## config.mk

```make
export PLATFORM = sky130hd
export DESIGN_NAME = scic_control_unit
export DESIGN_NICKNAME = d
export VERILOG_FILES = /design/src/rtl/scic_pkg.sv /design/src/rtl/scic_retire_counter.sv /design/src/rtl/scic_control_unit.sv
export SDC_FILE = /design/constraint.sdc
export NUM_CORES = 1
export LEC_CHECK = 0
export ABC_AREA = 1
export CAP_MARGIN = 20
export CORE_MARGIN = 4
export CORE_UTILIZATION = 60
export DETAILED_ROUTE_END_ITERATION = 10
export DONT_BUFFER_PORTS = 1
export GPL_TIMING_DRIVEN = 0
export MAX_ROUTING_LAYER = met4
export PLACE_DENSITY = 0.76
export SLEW_MARGIN = 20
export SYNTH_ARGS = -nofsm -noshare
export SYNTH_HDL_FRONTEND = slang
export SYNTH_HIERARCHICAL = 1
export SYNTH_SLANG_ARGS = --single-unit
export TNS_END_PERCENT = 100
```

## constraint.sdc

```tcl
create_clock -name clock -period 1.8 [get_ports clock]
set_input_delay 0.09 -clock clock [delete_from_list [all_inputs] [get_ports clock]]
set_output_delay 0.09 -clock clock [all_outputs]
set_load 0.02 [all_outputs]
```

## src/rtl/scic_pkg.sv

```systemverilog
// Shared types and constants for the SCIC control unit: FSM states, opcodes, ALU selects.
package scic_pkg;

    localparam int unsigned OPC_W_DEF = 4;

    typedef enum logic [1:0] {
        FETCH   = 2'd0,
        DECODE  = 2'd1,
        EXECUTE = 2'd2,
        HALT    = 2'd3
    } state_t;

    localparam logic [3:0] OP_LOAD  = 4'h0;
    localparam logic [3:0] OP_STORE = 4'h1;
    localparam logic [3:0] OP_ADD   = 4'h2;
    localparam logic [3:0] OP_SUB   = 4'h3;
    localparam logic [3:0] OP_JMP   = 4'h4;
    localparam logic [3:0] OP_JZ    = 4'h5;
    localparam logic [3:0] OP_JN    = 4'h6;
    localparam logic [3:0] OP_IN    = 4'h7;
    localparam logic [3:0] OP_OUT   = 4'h8;
    localparam logic [3:0] OP_AND   = 4'h9;
    localparam logic [3:0] OP_OR    = 4'hA;
    localparam logic [3:0] OP_HALT  = 4'hF;

    localparam logic [2:0] ALU_PASS_MEM = 3'd0;
    localparam logic [2:0] ALU_ADD      = 3'd1;
    localparam logic [2:0] ALU_SUB      = 3'd2;
    localparam logic [2:0] ALU_AND      = 3'd3;
    localparam logic [2:0] ALU_OR       = 3'd4;
    localparam logic [2:0] ALU_PASS_SW  = 3'd5;

endpackage

```

## src/rtl/scic_retire_counter.sv

```systemverilog
// Retired-instruction counter: enable-increment, wraps modulo 2^CNT_W, async active-low clear.
module scic_retire_counter #(
    parameter int unsigned CNT_W = 16
) (
    input  logic             clock,
    input  logic             reset,
    input  logic             en,
    output logic [CNT_W-1:0] count
);

    always_ff @(posedge clock or negedge reset) begin
        if (!reset)
            count <= '0;
        else if (en)
            count <= count + 1'b1;
    end

endmodule

```

## src/rtl/scic_control_unit.sv

```systemverilog
// SCIC control-unit FSM (FETCH/DECODE/EXECUTE/HALT) driving all datapath enables and selects.
// Optional single-step gating of FETCH is enabled by defining SCIC_SINGLE_STEP_EN.
module scic_control_unit
    import scic_pkg::*;
#(
    parameter int unsigned OPC_W = OPC_W_DEF,
    parameter int unsigned CNT_W = 16
) (
    input  logic             clock,
    input  logic             reset,
    input  logic [OPC_W-1:0] opcode,
    input  logic             acc_zero,
    input  logic             acc_neg,
    input  logic             mem_ready,
`ifdef SCIC_SINGLE_STEP_EN
    input  logic             step,
    output logic             step_wait,
`endif
    output logic             pc_inc,
    output logic             pc_load,
    output logic             ir_load,
    output logic             addr_sel,
    output logic             mem_write,
    output logic             acc_load,
    output logic [2:0]       alu_op,
    output logic             led_load,
    output logic             halted,
    output logic [CNT_W-1:0] retired
);

    state_t     state, state_next;
    logic [3:0] op;
    logic       exec_done;
    logic       fetch_go;
    logic       retire;

    assign op = 4'(opcode);

`ifdef SCIC_SINGLE_STEP_EN
    logic step_q;
    logic step_pending;
    logic step_rise;

    assign step_rise = step & ~step_q;
    assign fetch_go  = step_pending;

    // A rising edge arms exactly one fetch; the arm is consumed when that fetch completes.
    always_ff @(posedge clock or negedge reset) begin
        if (!reset) begin
            step_q       <= 1'b0;
            step_pending <= 1'b0;
        end else begin
            step_q <= step;
            if (step_rise)
                step_pending <= 1'b1;
            else if (state == FETCH && mem_ready)
                step_pending <= 1'b0;
        end
    end

    assign step_wait = reset && (state == FETCH) && !step_pending;
`else
    assign fetch_go = 1'b1;
`endif

    always_ff @(posedge clock or negedge reset) begin
        if (!reset)
            state <= FETCH;
        else
            state <= state_next;
    end

    always_comb begin
        state_next = state;
        exec_done  = 1'b0;
        pc_inc     = 1'b0;
        pc_load    = 1'b0;
        ir_load    = 1'b0;
        addr_sel   = 1'b0;
        mem_write  = 1'b0;
        acc_load   = 1'b0;
        alu_op     = ALU_PASS_MEM;
        led_load   = 1'b0;
        halted     = 1'b0;

        case (state)
            FETCH: begin
                if (fetch_go) begin
                    ir_load = mem_ready;
                    pc_inc  = mem_ready;
                    if (mem_ready)
                        state_next = DECODE;
                end
            end
            DECODE: begin
                addr_sel   = 1'b1;
                state_next = EXECUTE;
            end
            EXECUTE: begin
                case (op)
                    OP_LOAD, OP_ADD, OP_SUB, OP_AND, OP_OR: begin
                        addr_sel  = 1'b1;
                        acc_load  = mem_ready;
                        exec_done = mem_ready;
                        case (op)
                            OP_ADD:  alu_op = ALU_ADD;
                            OP_SUB:  alu_op = ALU_SUB;
                            OP_AND:  alu_op = ALU_AND;
                            OP_OR:   alu_op = ALU_OR;
                            default: alu_op = ALU_PASS_MEM;
                        endcase
                    end
                    OP_STORE: begin
                        addr_sel  = 1'b1;
                        mem_write = 1'b1;
                        exec_done = mem_ready;
                    end
                    OP_JMP: begin
                        pc_load   = 1'b1;
                        exec_done = 1'b1;
                    end
                    OP_JZ: begin
                        pc_load   = acc_zero;
                        exec_done = 1'b1;
                    end
                    OP_JN: begin
                        pc_load   = acc_neg;
                        exec_done = 1'b1;
                    end
                    OP_IN: begin
                        alu_op    = ALU_PASS_SW;
                        acc_load  = 1'b1;
                        exec_done = 1'b1;
                    end
                    OP_OUT: begin
                        led_load  = 1'b1;
                        exec_done = 1'b1;
                    end
                    default: exec_done = 1'b1;
                endcase
                if (exec_done)
                    state_next = (op == OP_HALT) ? HALT : FETCH;
            end
            HALT: halted = 1'b1;
            default: state_next = FETCH;
        endcase

        // Reset forces every output low at once, so no write can complete once it asserts.
        if (!reset) begin
            exec_done = 1'b0;
            pc_inc    = 1'b0;
            pc_load   = 1'b0;
            ir_load   = 1'b0;
            addr_sel  = 1'b0;
            mem_write = 1'b0;
            acc_load  = 1'b0;
            alu_op    = ALU_PASS_MEM;
            led_load  = 1'b0;
            halted    = 1'b0;
        end
    end

    assign retire = (state == EXECUTE) && exec_done;

    scic_retire_counter #(
        .CNT_W(CNT_W)
    ) u_retire_counter (
        .clock(clock),
        .reset(reset),
        .en   (retire),
        .count(retired)
    );

endmodule
```

* Word-level counts from Yosys, hierarchy flattened
Index checks and enable logic that the tools add are counted.
Storage, ports and cells: flip-flop bits (word level) 18, bits in latches 0, bits in writable memories 0, ROM bits 0, bits of input ports 9, output and inout port bits 27, word-level logic and storage cells 57, memories kept 0
Operators by class: add/sub/neg operators 1, $mul 0, divide/modulo/power cells 0, order comparisons 0, eq/ne operators 16, shift-type cells 0, muxes and demuxes 31, bitwise operators 0, reduce and logical (&&, ||, !) cells 7
Operators with widths (count):
- $mux W1 | 20
- $add A16 B1 Y16 const B | 1
- $eq A4 B3 Y1 const B | 4
- $eq A4 B4 Y1 const B | 4
- $pmux W3 S4 | 1
- $eq A4 B2 Y1 const B | 2
- $mux W2 | 3
- $mux W3 | 2
- $pmux W2 S3 | 1
- $pmux W3 S2 | 1
- $reduce_or A6 Y1 | 1
- $reduce_or A5 Y1 | 1
- $eq A2 B2 Y1 const B | 2
- $eq A4 B1 Y1 const B | 1
- $logic_not A4 Y1 | 1
- $ne A2 B2 Y1 const B | 2
- $pmux W1 S2 | 2
- $pmux W1 S3 | 1
- $reduce_and A3 Y1 | 1
- $reduce_bool A3 Y1 | 1
- $eq A2 B1 Y1 const B | 1
- $logic_not A2 Y1 | 1
- $logic_and A1 B1 Y1 | 1

* Longest topological paths before layout
Gate-level depths: netlist (run 1).
word-level depth 7, depth in mapped cells 12, mapped depth without buffers 11

* Modules after synthesis
The synthesis (run 1) kept the hierarchy.
By module, submodules not included:
- scic_retire_counter | instances 1, cells each 97, area each 813.3 µm², sequential area each 400.4 µm²
- scic_control_unit | instances 1, cells each 66, area each 387.9 µm², sequential area each 50.0 µm²

* Least setup slack after synthesis (run 1)
Ideal clock, no wire load.
path kind reg-to-reg, start point register state[0], end point register u_retire_counter.count[8], library setup time 0.132 ns, data arrival time 1.543 ns, setup slack 0.125 ns, cell stages (with the launch flop) 10, buffers on the path 1, clock period less this slack 1.675 ns, cell sequence dfrtp_1 -> inv_1 -> ha_1 -> nand2_1 -> a21oi_1 -> buf_4 -> nand3_1 -> nor2_2 -> nand2_1 -> xnor2_1
Between the ends: longest elaborated chain between the ends 4
Ends and longest elaborated chain:
- start, declared | line scic_control_unit.sv:31 | state_t state, state_next;
- start signal, assigned | line scic_control_unit.sv:70 | state <= state_next;
- $eq A2 B2 Y1 (*) | line scic_control_unit.sv:86, scic_control_unit.sv:163
- $mux W1 | line scic_control_unit.sv:86 | case (state)
- $mux W1 | line scic_control_unit.sv:149 | if (!reset) begin
- $logic_and A1 B1 Y1 (*) | line scic_control_unit.sv:163 | assign retire = (state == EXECUTE) && exec_done;
- via retire | line scic_control_unit.sv:35 | logic retire;
- end signal, assigned | line scic_retire_counter.sv:15 | count <= count + 1'b1;
- end, declared | line scic_retire_counter.sv:8 | output logic [CNT_W-1:0] count
Mark *: on every way through the listed nets, which the timed path passes. The rest lies on a longest branch. A chain may end at the register's enable or synchronous reset.

* Final worst setup path (run 1)
start point register state[1], end point output port pc_inc
Between the ends: longest elaborated chain between the ends 3
Ends and longest elaborated chain:
- $logic_not A2 Y1
- $mux W1 (2 in series)
- end, declared | line scic_control_unit.sv:19 | output logic pc_inc,
No other way between the ends.

==> results of run 1 <==
## final cells by class
| type | instances | area, µm² | area share, % |
|---|---|---|---|
| well taps | 25 | 31.3 | 2.31 |
| multi-input cells | 119 | 697 | 51.4 |
| inverters | 24 | 90.1 | 6.64 |
| flip-flops and latches | 18 | 450 | 33.2 |
| plain buffers | 2 | 18.8 | 1.38 |
| clock buffers | 4 | 36.3 | 2.68 |
| repair buffers | 4 | 32.5 | 2.40 |
## sequential cells by signal, summed over array words and instances (netlist names)
register	cells
u_retire_counter/count	16
state	2
## layer usage
layer | track usage, % | vias to the layer above | routed length (µm)
li1 | - | 531 | -
met1 | 26.1 | 482 | 1060
met2 | 32.9 | 40 | 1150
met3 | 9.12 | 2 | 208
met4 | 2.55 | 0 | 8
met5 | - | - | 0
## repair_timing
item | in CTS | in global routing
gates resized for setup | 6 | 6
gates cloned | 0 | 0
pin swaps | 1 | 2
endpoints found under the hold margin | 18 | 0
endpoints found under the setup margin | 17 | 14
hold buffers | 1 | 0
setup buffers | 1 | 2
## worst min-delay path by stage
stage | cells past startpoint | endpoint | slack (ps) | startpoint
6_report | 4 | state[0] | 130 | opcode[3]
5_1_grt | 4 | state[0] | 150 | opcode[3]
4_1_cts | 4 | state[0] | 100 | opcode[3]
3_5_place_dp | 0 | state[1] | -200 | reset
3_3_place_gp | 0 | state[0] | -210 | reset
2_1_floorplan | 0 | state[0] | -210 | reset
## layout by cell type (no fill, tap or decap)
cell type / synthesis / final
nand2_1: 38 / 37
nor2_1: 22 / 21
inv_1: 20 / 19
dfrtp_1: 18 / 18
nand3_1: 12 / 12
xnor2_1: 7 / 7
nand4_1: 6 / 6
inv_2: 4 / 5
a21oi_1: 6 / 5
nor2_2: 4 / 4
ha_1: 5 / 4
buf_4: 2 / 4
xor2_1: 4 / 4
nand3_2: 3 / 3
clkbuf_4: 0 / 3
o21a_1: 2 / 2
o21ai_1: 2 / 2
nor4_2: 0 / 2
nor2_4: 1 / 2
nand2_4: 0 / 1
o211ai_1: 1 / 1
o21ai_0: 1 / 1
a21oi_4: 0 / 1
nand2_2: 1 / 1
o22ai_1: 1 / 1
ha_4: 0 / 1
clkbuf_8: 0 / 1
dlygate4sd3_1: 0 / 1
buf_6: 0 / 1
nor3_1: 1 / 1
## stage by stage
stage	util, %	setup WS (ps)
2_1_floorplan	-	125
3_3_place_gp	68.4	-63.4
5_1_grt	75.3	-0.358
3_5_place_dp	68.4	-132
6_report	75.3	105
4_1_cts	72.8	8.82
## where the power goes
group	switching, mW	leakage (nW)	internal, mW
clock network	0.118	0.0210	0.123
logic	0.232	0.404	0.168
registers	0.115	0.224	0.456
## worst min-delay path, stage by stage
cell and delay, ps:
nand2_1 70, o22ai_1 80, nand3_1 90, nand2_1 60
## kinds of logic after synthesis
logic type	after synthesis	synth area share (%)
compound gates	13	6.15
xor+xnor	11	8.02
flops	18	37.5
simple gates	90	34.4
fa+ha+maj	5	5.21
buf+inv	26	8.75
==> impl_metrics.yaml, run 1 <==
outcome:
  outcome: "finished, final reports clean"
timing:
  timing.final.crit_share_pct: 94.2
  slew_violations: 0
  clock.fmax_ghz: 0.590
  skew_ps: 3.30
  tightest_slew_ps: 793
  final_hold_slack_ps: 131
  fin_tns_setup_ps: 0
  relSlewSlack_pct: 47.0
  setup_violations_final: 0
  period_minus_slack_ps: 1700
  final-hold-violation-count: 0
synth:
  synth_cell_types: 23
  mappedNetlistArea_um2: 1200
  post_synth_most_frequent_cells: "nand2_1, nor2_1, inv_1"
  synth_cells: 163
  asyncSetResetFlopFracSynth_pct: 100
  syn-num-nets: 177
  share_of_yosys_cell_area_claimed_by_the_top_area_cell_type_pct: 37.5
  postSynth.topFlopCell: "dfrtp_1"
  postSynthAreaPerCell_um2: 7.37
  count_of_state_elements_after_synthesis: 18
  synth_seq_area_share_pct: 37.5
  synth.top_cells.by_area: "dfrtp_1, nand2_1, nor2_1"
  synth_edf_count: 0
  largest_area_contributor_in_the_synthesized_netlist: "dfrtp_1"
  post-synth-top-count-cell: "nand2_1"
  synth-warning-count: 6
clock_network:
  clock_tree.buffer_depth: 2
  cts_buffers: 3
  ctsHtreeMaxLevel: 1
  cts.sink_count: 18
  worst_setup_hold_path_clk_slew_ps: 90
  clock_tree.root_cell: "clkbuf_4"
  clk-insertion-delay-late_ps: 290
  cts_tree: "built"
worst_setup_path:
  start_kind: "register"
  critPathLaunch: "state[1]"
  cp-endpoint: "pc_inc"
  path_class: "reg2out"
  critical_path_required_ps: 1710
  delay_contributed_by_the_slowest_stage_of_the_critical_path_ps: 440
  critical_path_arrival_ps: 1610
  crit_path_cell_trace: "inv_1 -> ha_1 -> nand2_1 -> nor2_1 -> buf_4"
  timing.critical_path.slowest_stage_cell: "dfrtp_1"
  critPathMaxFanout: 4
  cpLargestDelayFamily: "flip-flops"
  worstReg2RegEnd: "u_retire_counter/count[13]"
  regToRegStartpoint: "state[0]"
  crit_buf_inv: 2
  ff2ff_setup_slack_ps: 190
  cp.depth: 5
  cell_depth_of_the_worst_flop_to_flop_path: 11
  worstSetupEndpointType: "output pin"
final_layout:
  antenna_cells: 0
  area_growth_pct: 12.9
  fraction_of_layout_instances_using_a_drive_strength_above_1_pct: 17.0
  nets: 186
  final-instance-count-excl-fill: 196
  postLayoutCellArea_um2: 1360
  nFillCells: 149
drt:
  post-route-drc-count: 0
  route.detailed.wl_per_inst_um: 12.4
  post_drt_via_cell_ratio: 5.38
  ant_nets: 0
  drtPass1Iterations: 4
  total_number_of_vias: 1055
  drt_first_iter_violations: 18
  wire_length_reported_by_the_detailed_router_um: 2430
placement:
  placed_area_um2: 1230
  routabilityCongestion: 0.946
  portBuffers: 0
  numPlacedInstances: 188
  dpl.hpwl_um: 1850
global_routing:
  grt_start_max_net_pins: 19
  grt_overflow: 0
  grt_antenna_before_repair: 0
  vias_in_the_first_global_route: 1001
  grt_pass1_wl_um: 4260
  globalRouteTotalUtil_pct: 21.1
power_and_ir_drop:
  vdd.ir_drop.worst_mv: 0.788
  cellPowerDensity_nw_per_um2: 893
  totalPowerFinal_mw: 1.21
  cellLeakagePower_nw: 0.649
hold_path:
  hp-class: "in2reg"
floorplanning:
  boundaryPins: 36
  rows: 15
  die_w_um: 52.7
  die_height_um: 52.7
  start_util_pct: 66.7
  fp.dieArea_um2: 2780
  core_region_area_um2: 1800
flow_run:
  cap_violations: 0
No activity file was read; power rests on OpenSTA's default activity.
==> inputs of run 2 (changes only) <==
--- a/config.mk
+++ b/config.mk
@@ -7,7 +7,7 @@
 export LEC_CHECK = 0
 export ABC_AREA = 1
 export CAP_MARGIN = 20
-export CORE_MARGIN = 4
+export CORE_MARGIN = 2
 export CORE_UTILIZATION = 60
 export DETAILED_ROUTE_END_ITERATION = 10
 export DONT_BUFFER_PORTS = 1
==> impl_metrics.yaml, run 2 (synthesis gave the netlist of run 1 again) <==
final_layout:
  nets: 186
  largest_reg_flops: 16
  postLayoutCellArea_um2: 1340
  layout_commonest_cell: "nand2_1"
  final-instance-count-excl-fill: 197
  fraction_of_layout_instances_using_a_drive_strength_above_1_pct: 18.2
  most_flop_heavy_register: "u_retire_counter/count"
  top_library_cells_by_usage_in_the_layout_fill_and_taps_aside: "nand2_1, inv_1, nor2_1, dfrtp_1, nand3_1"
  antenna_cells: 0
  area_growth_pct: 11.2
  nFillCells: 163
  biggestRegsByFlops: "u_retire_counter/count (16), state (2)"
global_routing:
  grt_antenna_before_repair: 0
  vias_in_the_first_global_route: 941
  grt_start_max_net_pins: 19
  globalRouteTotalUtil_pct: 21.7
  grt_pass1_wl_um: 3960
  grt_overflow: 0
drt:
  total_number_of_vias: 1085
  post_drt_via_cell_ratio: 5.51
  drtPass1Iterations: 4
  ant_nets: 0
  drt_first_iter_violations: 26
  wire_length_reported_by_the_detailed_router_um: 2430
  route.detailed.wl_per_inst_um: 12.3
  post-route-drc-count: 0
floorplanning:
  start_util_pct: 62.5
  core_region_area_um2: 1920
  fp.dieArea_um2: 2380
  die_w_um: 48.7
  boundaryPins: 36
  rows: 16
  die_height_um: 48.7
worst_setup_path:
  critical_path_arrival_ps: 1610
  cell_depth_of_the_worst_flop_to_flop_path: 11
  worstSetupEndpointType: "output pin"
  critPathMaxFanout: 5
  start_kind: "register"
  path_class: "reg2out"
  critical_path_required_ps: 1710
outcome:
  outcome: "finished, final reports clean"
clock_network:
  cts_buffers: 3
  ctsHtreeMaxLevel: 1
  clock_tree.root_cell: "clkbuf_4"
  clk-insertion-delay-late_ps: 290
  cts.sink_count: 18
  clock_tree.buffer_depth: 2
  worst_setup_hold_path_clk_slew_ps: 80
  cts_tree: "built"
timing:
  tightest_slew_ps: 776
  final-hold-violation-count: 0
  setup_violations_final: 0
  relSlewSlack_pct: 48.1
  period_minus_slack_ps: 1700
  slew_violations: 0
  clock.fmax_ghz: 0.589
  skew_ps: 5.49
  timing.final.crit_share_pct: 94.3
  rsz0062_at_grt: "no"
power_and_ir_drop:
  cellLeakagePower_nw: 0.631
  vdd.ir_drop.worst_mv: 0.709
  cellPowerDensity_nw_per_um2: 866
placement:
  numPlacedInstances: 190
  routabilityCongestion: 0.846
  placed_area_um2: 1230
  dpl.hpwl_um: 1810
  portBuffers: 0
flow_run:
  cap_violations: 0
hold_path:
  hp-class: "in2reg"
  worstHoldPathCells: 4
-- run 2: where the power goes --
part           total, mW  switching (mW)  internal [mW]
Clock              0.187           0.109         0.0778
Combinational      0.395           0.224          0.170
Sequential         0.576           0.120          0.456
-- run 2: per-layer routing --
| layer | part of all wire [%] | GRT usage [%] | vias to the layer above |
|---|---|---|---|
| li1 | - | - | 532 |
| met1 | 45 | 26.9 | 501 |
| met2 | 45 | 34.2 | 50 |
| met3 | 8.7 | 8.02 | 2 |
| met4 | 0.54 | 4.29 | 0 |
| met5 | 0 | - | - |
-- run 2: metrics by stage --
step	setup TNS (ps)	utilization, %	hold WS (ps)	power (mW)	worst slack [ps]
global placement	-195	64.3	-205	0.885	-60.6
finish	0	69.5	126	1.16	103
global route	0	69.5	129	1.24	5.28
floorplan	0	-	-206	0.840	125
detailed placement	-554	64.3	-205	0.904	-99.1
CTS	0	67.9	110	1.12	37.6
-- run 2: worst max-delay path, cell delays in order (launching register included) --
cell and delay, ps:
dfrtp_1 420, inv_2 100, ha_4 170, nand2_2 100, inv_1 80, nand4_1 80
a21oi_1 380
-- run 2: worst paths after layout --
check | from | end | slack, ps
worst min-delay path | opcode[3] | state[0] | 130
worst max register to register | state[0] | u_retire_counter/count[13] | 130
worst max-delay path | state[0] | pc_load | 100
max in group asynchronous | reset | u_retire_counter/count[12] | 1000
worst min register to register | state[1] | state[1] | 600
min in group asynchronous | reset | u_retire_counter/count[6] | 320
-- run 2: timing repair --
| item | in CTS | in global routing |
|---|---|---|
| hold endpoints to repair | 18 | 0 |
| resized for setup | 8 | 4 |
| pin swaps | 1 | 1 |
| endpoints found under the setup margin | 17 | 13 |
| cloned | 0 | 0 |
| setup buffers | 0 | 3 |
| hold buffers | 1 | 0 |
-- run 2: layout make-up --
| type | count | area, µm² | area share (%) |
|---|---|---|---|
| Tap cell | 27 | 33.8 | 2.53 |
| Multi-Input combinational cell | 119 | 692 | 51.8 |
| Timing Repair Buffer | 4 | 32.5 | 2.43 |
| Buffer | 2 | 15.0 | 1.12 |
| Inverter | 24 | 90.1 | 6.74 |
| Clock buffer | 3 | 22.5 | 1.69 |
| Sequential cell | 18 | 450 | 33.7 |
